`src/rtl/mips_stage_reg_fetch_rx.sv`:
```
// Fetch->register receiver: 2-entry skid queue, branch/jump resolution at issue, wrong-path squash.
// Optional MIPS_STAGE_REG_FETCH_RX_STATS_EN adds saturating redirect/taken/squash counters.
module mips_stage_reg_fetch_rx #(
  parameter int unsigned DELAYED  = 1,
  parameter int unsigned SQUASH_N = 1,
  parameter int unsigned DEPTH    = 2
) (
  input  logic        clock,
  input  logic        reset_n,
  input  logic        pc_valid,
  output logic        pc_ready,
  input  logic [31:0] pc_instr,
  input  logic [31:0] pc_addr,
  output logic [4:0]  rf_rs_addr,
  output logic [4:0]  rf_rt_addr,
  input  logic [31:0] rf_rs_data,
  input  logic [31:0] rf_rt_data,
  output logic        dec_valid,
  input  logic        dec_ready,
  output logic [31:0] dec_instr,
  output logic [31:0] dec_addr,
  output logic        redir_valid,
  output logic [1:0]  redir_kind,
  output logic [31:0] redir_port1,
  output logic        redir_eq
`ifdef MIPS_STAGE_REG_FETCH_RX_STATS_EN
  ,
  output logic [31:0] stat_branches,
  output logic [31:0] stat_taken,
  output logic [31:0] stat_squashed
`endif
);

  localparam int unsigned XLEN  = 32;
  localparam int unsigned CNT_W = 2;
  localparam int unsigned OCC_W = 2;

  localparam logic [5:0] OP_SPECIAL = 6'd0;
  localparam logic [5:0] OP_J       = 6'd2;
  localparam logic [5:0] OP_JAL     = 6'd3;
  localparam logic [5:0] OP_BEQ     = 6'd4;
  localparam logic [5:0] OP_BNE     = 6'd5;
  localparam logic [5:0] FN_JR      = 6'd8;
  localparam logic [5:0] FN_JALR    = 6'd9;

  localparam logic [1:0] KIND_NONE = 2'd0;
  localparam logic [1:0] KIND_BR   = 2'd1;
  localparam logic [1:0] KIND_JI   = 2'd2;
  localparam logic [1:0] KIND_JR   = 2'd3;

  typedef enum logic [1:0] {RUN, SLOT, SQUASH} state_t;

  if (DEPTH != 2) begin : g_depth_check
    $error("mips_stage_reg_fetch_rx: DEPTH must be 2");
  end
  if (SQUASH_N > 3) begin : g_squash_check
    $error("mips_stage_reg_fetch_rx: SQUASH_N must be 0..3");
  end

  logic [XLEN-1:0]  q_instr [DEPTH];
  logic [XLEN-1:0]  q_addr  [DEPTH];
  logic             rd_ptr;
  logic             wr_ptr;
  logic [OCC_W-1:0] count;

  state_t           state_q, state_d;
  logic [CNT_W-1:0] cnt_q, cnt_d;

  logic       full, empty, push, pop, drop, deq;
  logic [5:0] op, funct;
  logic [1:0] kind_c;
  logic       eq_c, taken_c, fire;

  assign full      = (count == OCC_W'(DEPTH));
  assign empty     = (count == '0);
  assign dec_valid = !empty && (state_q != SQUASH);
  assign pop       = dec_valid && dec_ready;
  assign drop      = (state_q == SQUASH) && !empty;
  assign deq       = pop || drop;
  assign pc_ready  = !full || pop;
  assign push      = pc_valid && pc_ready;

  assign dec_instr  = q_instr[rd_ptr];
  assign dec_addr   = q_addr[rd_ptr];
  assign rf_rs_addr = dec_instr[25:21];
  assign rf_rt_addr = dec_instr[20:16];
  assign op         = dec_instr[31:26];
  assign funct      = dec_instr[5:0];

  // Skid queue storage; a full-queue push+pop overwrites the slot being popped.
  always_ff @(posedge clock or negedge reset_n) begin
    if (!reset_n) begin
      for (int i = 0; i < int'(DEPTH); i++) begin
        q_instr[i] <= '0;
        q_addr[i]  <= '0;
      end
      rd_ptr <= 1'b0;
      wr_ptr <= 1'b0;
      count  <= '0;
    end else begin
      if (push) begin
        q_instr[wr_ptr] <= pc_instr;
        q_addr[wr_ptr]  <= pc_addr;
        wr_ptr          <= ~wr_ptr;
      end
      if (deq) rd_ptr <= ~rd_ptr;
      count <= count + OCC_W'(push) - OCC_W'(deq);
    end
  end

  // Control-transfer decode of the queue head.
  always_comb begin
    kind_c = KIND_NONE;
    eq_c   = 1'b0;
    unique case (op)
      OP_BEQ:     begin kind_c = KIND_BR; eq_c = (rf_rs_data == rf_rt_data); end
      OP_BNE:     begin kind_c = KIND_BR; eq_c = (rf_rs_data != rf_rt_data); end
      OP_J,
      OP_JAL:     kind_c = KIND_JI;
      OP_SPECIAL: if (funct == FN_JR || funct == FN_JALR) kind_c = KIND_JR;
      default:    kind_c = KIND_NONE;
    endcase
  end

  assign taken_c = (kind_c == KIND_JI) || (kind_c == KIND_JR) || (kind_c == KIND_BR && eq_c);
  assign fire    = pop && (state_q == RUN) && (kind_c != KIND_NONE);

  always_ff @(posedge clock or negedge reset_n) begin
    if (!reset_n) begin
      redir_valid <= 1'b0;
      redir_kind  <= KIND_NONE;
      redir_port1 <= '0;
      redir_eq    <= 1'b0;
    end else begin
      redir_valid <= fire;
      redir_kind  <= fire ? kind_c : KIND_NONE;
      redir_eq    <= fire && eq_c;
      redir_port1 <= (fire && kind_c == KIND_JR) ? rf_rs_data : '0;
    end
  end

  always_ff @(posedge clock or negedge reset_n) begin
    if (!reset_n) begin
      state_q <= RUN;
      cnt_q   <= '0;
    end else begin
      state_q <= state_d;
      cnt_q   <= cnt_d;
    end
  end

  // Delay slot issues unredirected; SQUASH drops one head per non-empty cycle.
  always_comb begin
    state_d = state_q;
    cnt_d   = cnt_q;
    unique case (state_q)
      RUN: begin
        if (fire && taken_c) begin
          if (DELAYED != 0) begin
            state_d = SLOT;
          end else if (SQUASH_N != 0) begin
            state_d = SQUASH;
            cnt_d   = CNT_W'(SQUASH_N);
          end
        end
      end
      SLOT: begin
        if (pop) begin
          if (SQUASH_N != 0) begin
            state_d = SQUASH;
            cnt_d   = CNT_W'(SQUASH_N);
          end else begin
            state_d = RUN;
          end
        end
      end
      SQUASH: begin
        if (drop) begin
          cnt_d = cnt_q - CNT_W'(1);
          if (cnt_q <= CNT_W'(1)) state_d = RUN;
        end
      end
      default: state_d = RUN;
    endcase
  end

`ifdef MIPS_STAGE_REG_FETCH_RX_STATS_EN
  always_ff @(posedge clock or negedge reset_n) begin
    if (!reset_n) begin
      stat_branches <= '0;
      stat_taken    <= '0;
      stat_squashed <= '0;
    end else begin
      if (fire && stat_branches != '1)            stat_branches <= stat_branches + XLEN'(1);
      if (fire && taken_c && stat_taken != '1)    stat_taken    <= stat_taken + XLEN'(1);
      if (drop && stat_squashed != '1)            stat_squashed <= stat_squashed + XLEN'(1);
    end
  end
`endif

endmodule

```
`config.mk`:
```
export PLATFORM = sky130hd
export DESIGN_NAME = mips_stage_reg_fetch_rx
export DESIGN_NICKNAME = d
export VERILOG_FILES = /design/src/rtl/mips_stage_reg_fetch_rx.sv
export SDC_FILE = /design/constraint.sdc
export NUM_CORES = 1
export LEC_CHECK = 0
export ABC_CLOCK_PERIOD_IN_PS = 3000
export BUFFER_PORTS_ARGS = -buffer_cell sky130_fd_sc_hd__clkbuf_2
export CORE_UTILIZATION = 51
export CTS_CLUSTER_DIAMETER = 200
export DETAILED_ROUTE_END_ITERATION = 12
export PLACE_DENSITY = 0.78
export SYNTH_ARGS = -nofsm -noshare
export SYNTH_HDL_FRONTEND = slang
export SYNTH_SLANG_ARGS = --single-unit
```
`constraint.sdc`:
```
create_clock -name clock -period 3 [get_ports clock]
set_input_delay 0.6 -clock clock [delete_from_list [all_inputs] [get_ports clock]]
set_output_delay 0.6 -clock clock [all_outputs]
set_load 0.02 [all_outputs]
```
## Yosys cells after proc, flatten, opt, wreduce, memory -nomap -nowiden

Cells that the tools add are included.

| storage, ports and cells | value |
|---|---|
| bits of input ports | 132 |
| register bits | 172 |
| latch bits | 0 |
| bits in read-only memories | 0 |
| RAM bits | 0 |
| output and inout bits | 112 |
| memories | 0 |

| operators by class | value |
|---|---|
| multipliers | 0 |
| magnitude comparators | 4 |
| equality and inequality tests | 19 |
| shift-type cells | 0 |
| reductions and logical operators | 27 |
| muxes and demuxes | 23 |
| $add $sub $neg | 3 |
| bitwise gates (word level) | 4 |
| div/mod/pow operators | 0 |

Operators with widths:

| operator | number |
|---|---|
| 32-bit 2-to-1 mux | 8 |
| 64-bit bitwise mux | 2 |
| 32-bit demux with 1-bit select | 1 |
| 32-bit equality test | 1 |
| 32-bit inequality test | 1 |
| 2-bit 2-to-1 mux | 8 |
| 6-bit by 2-bit equality test with 1-bit output (second input constant) | 2 |
| 6-bit by 3-bit equality test with 1-bit output (second input constant) | 2 |
| 6-bit by 4-bit equality test with 1-bit output (second input constant) | 2 |
| 2-bit one-hot mux with 3 select lines | 2 |
| 1-bit logical AND | 11 |
| 2-bit equality test (second input constant) | 4 |
| 6-bit logical NOT | 1 |
| 2-bit inequality test (second input constant) | 3 |
| 1-bit logical OR | 5 |
| 2-bit by 1-bit equality test with 1-bit output (second input constant) | 2 |
| 2-bit >= comparator (second input constant) | 2 |
| 2-bit logical NOT | 2 |
| 2-bit by 1-bit inequality test with 1-bit output (second input constant) | 2 |
| 1-bit inverter with 2-bit output | 2 |
| 2-bit one-hot mux with 2 select lines | 1 |
| 4-bit AND reduction | 1 |
| 2-bit nonzero test | 2 |
| 2-bit OR reduction | 2 |
| 9 further kinds | 11 |

## Longest topological paths before layout

| logic depth | value |
|---|---|
| word-level depth | 14 |
| mapped depth | 8 |
| mapped depth without buffers | 8 |

## Worst setup path after synthesis

OpenSTA, ideal clock, no wires.

| timing | value |
|---|---|
| path kind | register to output |
| from | register rd_ptr |
| to | output dec_addr[18] |
| slack | 0.629 ns |
| data arrival time | 1.771 ns |
| cell stages (with the launch flop) | 5 |
| data required time | 2.400 ns |
| path through | dfrtp_1 > buf_2 > buf_1 > buf_1 > mux2_1 |

| on the way | value |
|---|---|
| word-level cells in the longest chain between the ends | 4 |

Ends and longest elaborated chain:

| item | line | text |
|---|---|---|
| start, declared | 62 | `logic rd_ptr;` |
| start signal, assigned | 106 | `if (deq) rd_ptr <= ~rd_ptr;` |
| 1-bit inverter with 2-bit output (not written as such) | 84 | `assign dec_addr = q_addr[rd_ptr];` |
| 32-bit 2-to-1 mux (not written as such) (3 in a row) | 84 |  |
| end, declared | 21 | `output logic [31:0] dec_addr,` |

Every way passes these cells. The select of a mux whose other input is x is not followed.

## Worst setup path after layout

| timing | value |
|---|---|
| from | register rd_ptr |
| to | register redir_port1[23] |

| on the way | value |
|---|---|
| word-level cells in the longest chain between the ends | 12 |
| elaborated cells on any way between the ends | 21 |

Ends and longest elaborated chain:

| item | line | text |
|---|---|---|
| 1-bit inverter with 2-bit output (not written as such) (*) | 83 | `assign dec_instr = q_instr[rd_ptr];` |
| 32-bit 2-to-1 mux (not written as such) (*) (3 in a row) | 83 |  |
| 6-bit by 4-bit equality test with 1-bit output | 120 | `OP_SPECIAL: if (funct == FN_JR \|\| funct == FN_JALR) kind_c = KIND_JR;` |
| 1-bit logical OR | 120 |  |
| 2-bit 2-to-1 mux | 120 |  |
| 2-bit one-hot mux with 3 select lines (*) | 115 | `unique case (op)` |
| 2-bit nonzero test | 126 | `assign fire = pop && (state_q == RUN) && (kind_c != KIND_NONE);` |
| 1-bit logical AND | 126 |  |
| 1-bit logical AND (*) | 138 | `redir_port1 <= (fire && kind_c == KIND_JR) ? rf_rs_data : '0;` |
| 32-bit 2-to-1 mux (*) | 138 |  |
| end signal, assigned | 138 |  |
| end, declared | 24 | `output logic [31:0] redir_port1,` |

Every way passes the cells marked *; elsewhere a longest branch is shown, timed or not. The select of a mux whose other input is x is not followed.
A chain may end at the register's enable or synchronous reset.

==> impl_metrics.env <==
export IMPL_tightest_slew_ns=0.654
export IMPL_drive_gt1_share_pct=38.4
export IMPL_ir_drop_uv=502
export IMPL_dpl_cell_count=933
export IMPL_wl_per_cell_um=17.2
export IMPL_synth_edff_count=0
export IMPL_synthXorXnorAreaFrac_pct=4.15
export IMPL_min_period_ns=2.65
export IMPL_synthMuxAreaShare_pct=28.6
export IMPL_max_freq_ghz=0.377
export IMPL_drt_iter0_drc=192
export IMPL_power_density_nw_per_um2=1090
export IMPL_grt_max_degree=70
export IMPL_setup_tns_final_ns=0
export IMPL_endpoint_kind="flip-flop"
export IMPL_maxSlewViolCount=0
export IMPL_h_tree_depth=4
export IMPL_clk_latency_ns=0.42
export IMPL_start_util_pct=52.2
export IMPL_final_nets=903
export IMPL_synthFlopType="dfrtp_1"
export IMPL_dp_hpwl_um=12300
export IMPL_drc=0
export IMPL_fin_cells=966
export IMPL_rsz0062_at_grt="false"
export IMPL_hp_class="primary input to async pin"
export IMPL_dpl_instance_area_um2=8970
export IMPL_netlist_top_cell_by_area="dfrtp_1"
export IMPL_synth_area_um2=7590
export IMPL_cts_setup_buffers=0
export IMPL_clock_sinks=172
export IMPL_setup_viol=0
export IMPL_fin_util_pct=66.0
export IMPL_power_leakage_nw=4.60
export IMPL_routed_wl_um=16600
export IMPL_ys_types=40
export IMPL_fp_dieH_um=124
export IMPL_worstSetupStartpointType="flip-flop"
export IMPL_hold_viol_final=0
export IMPL_hold_buffers=0
export IMPL_vias=4969
export IMPL_outcome="complete, no violations"
export IMPL_die_area_um2=15400
export IMPL_synthAdderAreaFrac_pct=0.495
export IMPL_port_buffers=243
export IMPL_final_area_um2=9590
export IMPL_firstDrtPassIters=4
export IMPL_yosys_top_cells_area="dfrtp_1, mux2_1, xnor2_1"
export IMPL_power_w=0.0104
export IMPL_met3_usage_pct=6.36
export IMPL_core_area_um2=14500
export IMPL_grt_usage_pct=22.5
export IMPL_drtAntennaViolNets=0
export IMPL_num_io_pins=244
export IMPL_clk_pin_slew_ns=0.06
export IMPL_seq_area_um2=4310
export IMPL_maxSlewHeadroom_pct=56.4
export IMPL_synth_seq_cells=172
export IMPL_rows=44
export IMPL_grtUsageMet2_pct=40.2
export IMPL_grt_first_pass_wirelength_um=25700
export IMPL_gp_congestion=0.879
export IMPL_synth_top_family_by_area="multiplexers"
export IMPL_antenna_found_initial=2
export IMPL_critical_path_class="flip-flop to flip-flop"
export IMPL_busiest_layer="met2"
export IMPL_syn_inst=530
export IMPL_skew_ns=0.00677
export IMPL_cts_buffers=17
export IMPL_synthSimpleGateAreaFrac_pct=5.69
export IMPL_cts_root_buffer="clkbuf_16"
export IMPL_grt_pass1_vias=5283
export IMPL_cp_required_ns=3.35
export IMPL_synth_top_cell_area_share_pct=56.7
export IMPL_tritoncts="built"
export IMPL_ys_warnings_count=0
export IMPL_use_met1_pct=25.4
export IMPL_seq_area_frac_synth_pct=56.7
export IMPL_grt_overflow=0
export IMPL_routed_via_density=5.14
export IMPL_synth_compound_area_share_pct=1.48
export IMPL_die_w_um=124
export IMPL_multi_input_area_um2=3090
export IMPL_cts_path_max_buffers=2
export IMPL_syn_to_final_growth_pct=26.3
export IMPL_n_fill_cell=1107
export IMPL_syn_nets=665
export IMPL_crit_arrival_ns=3.00
export IMPL_postCtsResizedCells=0
export IMPL_synth_avg_cell_area_um2=14.3
export IMPL_fin_crit_sh_pct=88.4
export IMPL_cp_max_fo=25
export IMPL_synth_async_reset_ratio_pct=100
export IMPL_max_cap_violations=0
## layout make-up
| type | instances | share of cell area, % |
|---|---|---|
| repair buffers | 252 | 13.8 |
| clock inverters | 12 | 1.50 |
| multi-input cells | 319 | 32.2 |
| flip-flops and latches | 172 | 44.9 |
| diodes | 1 | 0.0261 |
| inverters | 6 | 0.235 |
| clock buffers | 20 | 4.87 |
| well taps | 184 | 2.40 |
## layout by cell type (no fill, tap or decap), drive strengths merged
master    instances
and2             32
inv               6
xnor2            35
nand4             8
ha                3
o211ai            1
nor4b             2
or2               4
nand3             2
nor3b             1
o21bai            1
clkinv            7
a21oi             2
nand2             4
buf              10
nor2b             2
o21ai             5
o32a              1
a2111o            2
mux2            191
xor2              1
mux2i             2
nor4              4
clkinvlp          2
o21a              1
diode             1
or3               1
clkbuf          262
a211oi            1
nor2              9
bufinv            3
o221ai            1
or3b              1
dfrtp           172
o22ai             1
nor3              1
## worst max-delay path, cell delays in order (launching register included)
cell	delay (ns)
dfrtp_2	0.49
or3_1	0.39
a2111o_1	0.43
or2_0	0.35
nor4_4	0.46
buf_4	0.30
and2_1	0.16
## worst paths after layout
check	start	end	slack, ns	cells past startpoint
setup / recovery	rd_ptr$_DFFE_PN0P_	redir_port1[23]$_DFF_PN0_	0.35	6
hold / removal	reset_n	q_addr[53]$_DFFE_PN0P_	0.19	1
setup reg to reg	rd_ptr$_DFFE_PN0P_	redir_port1[23]$_DFF_PN0_	0.35	6
hold reg to reg	q_addr[59]$_DFFE_PN0P_	q_addr[59]$_DFFE_PN0P_	0.48	1
max in group asynchronous	reset_n	redir_port1[16]$_DFF_PN0_	1.94	2
min in group clock	pc_instr[27]	q_instr[27]$_DFFE_PN0P_	0.41	2
## per-stage QoR
stage	hold slack [ns]	worst slack, ns
after floorplan	0.304	0.629
after global placement	0.459	0.440
after detailed placement	0.467	0.369
after CTS	0.201	0.353
after global routing	0.229	0.180
final	0.187	0.349
## layer usage
layer  share of wire [%]  vias up
met4                 1.2        0
met1                  40     2461
met5                   0        -
li1                    -     2323
met2                  52      169
met3                 6.8       16
## Yosys cell counts, types with 2 or more instances
library cell and instances:
dfrtp_1 172, nor4b_1 2, buf_6 3, mux2i_1 2, nand3_1 2, nand4_1 8
nor2b_1 2, nor4_1 3, mux2_1 183, a2111o_1 2, inv_1 5, clkbuf_1 6
o21ai_1 2, ha_1 3, mux2_2 8, a21oi_1 2, or2_2 3, buf_4 10
buf_1 6, nand2_1 4, nor2_1 9, buf_2 8, and2_1 32, o21ai_0 3
xnor2_1 35
## flip-flops by register name, summed over array words and instances (netlist names)
signal,cells
state_q,2
q_addr,64
q_instr,64
redir_port1,32
rd_ptr,1
redir_valid,1
redir_kind,2
wr_ptr,1
count,2
cnt_q,2
redir_eq,1
## kinds of logic (layout without fill, tap and decap cells)
family | Yosys count | count (layout)
xor gates and xnor gates | 36 | 36
adders and majority gates | 3 | 3
DFF | 172 | 172
and+or+nand+nor | 71 | 71
buffers and inverters | 39 | 290
AOI/OAI and AO/OA | 16 | 16
muxes | 193 | 193
other | 0 | 1
## power breakdown
part	switching, W	internal [W]
Sequential	0.000508	0.00326
Clock	0.000859	0.00137
Combinational	0.00256	0.00186
Total	0.00393	0.00649
No activity file was read; power rests on OpenSTA's default activity.
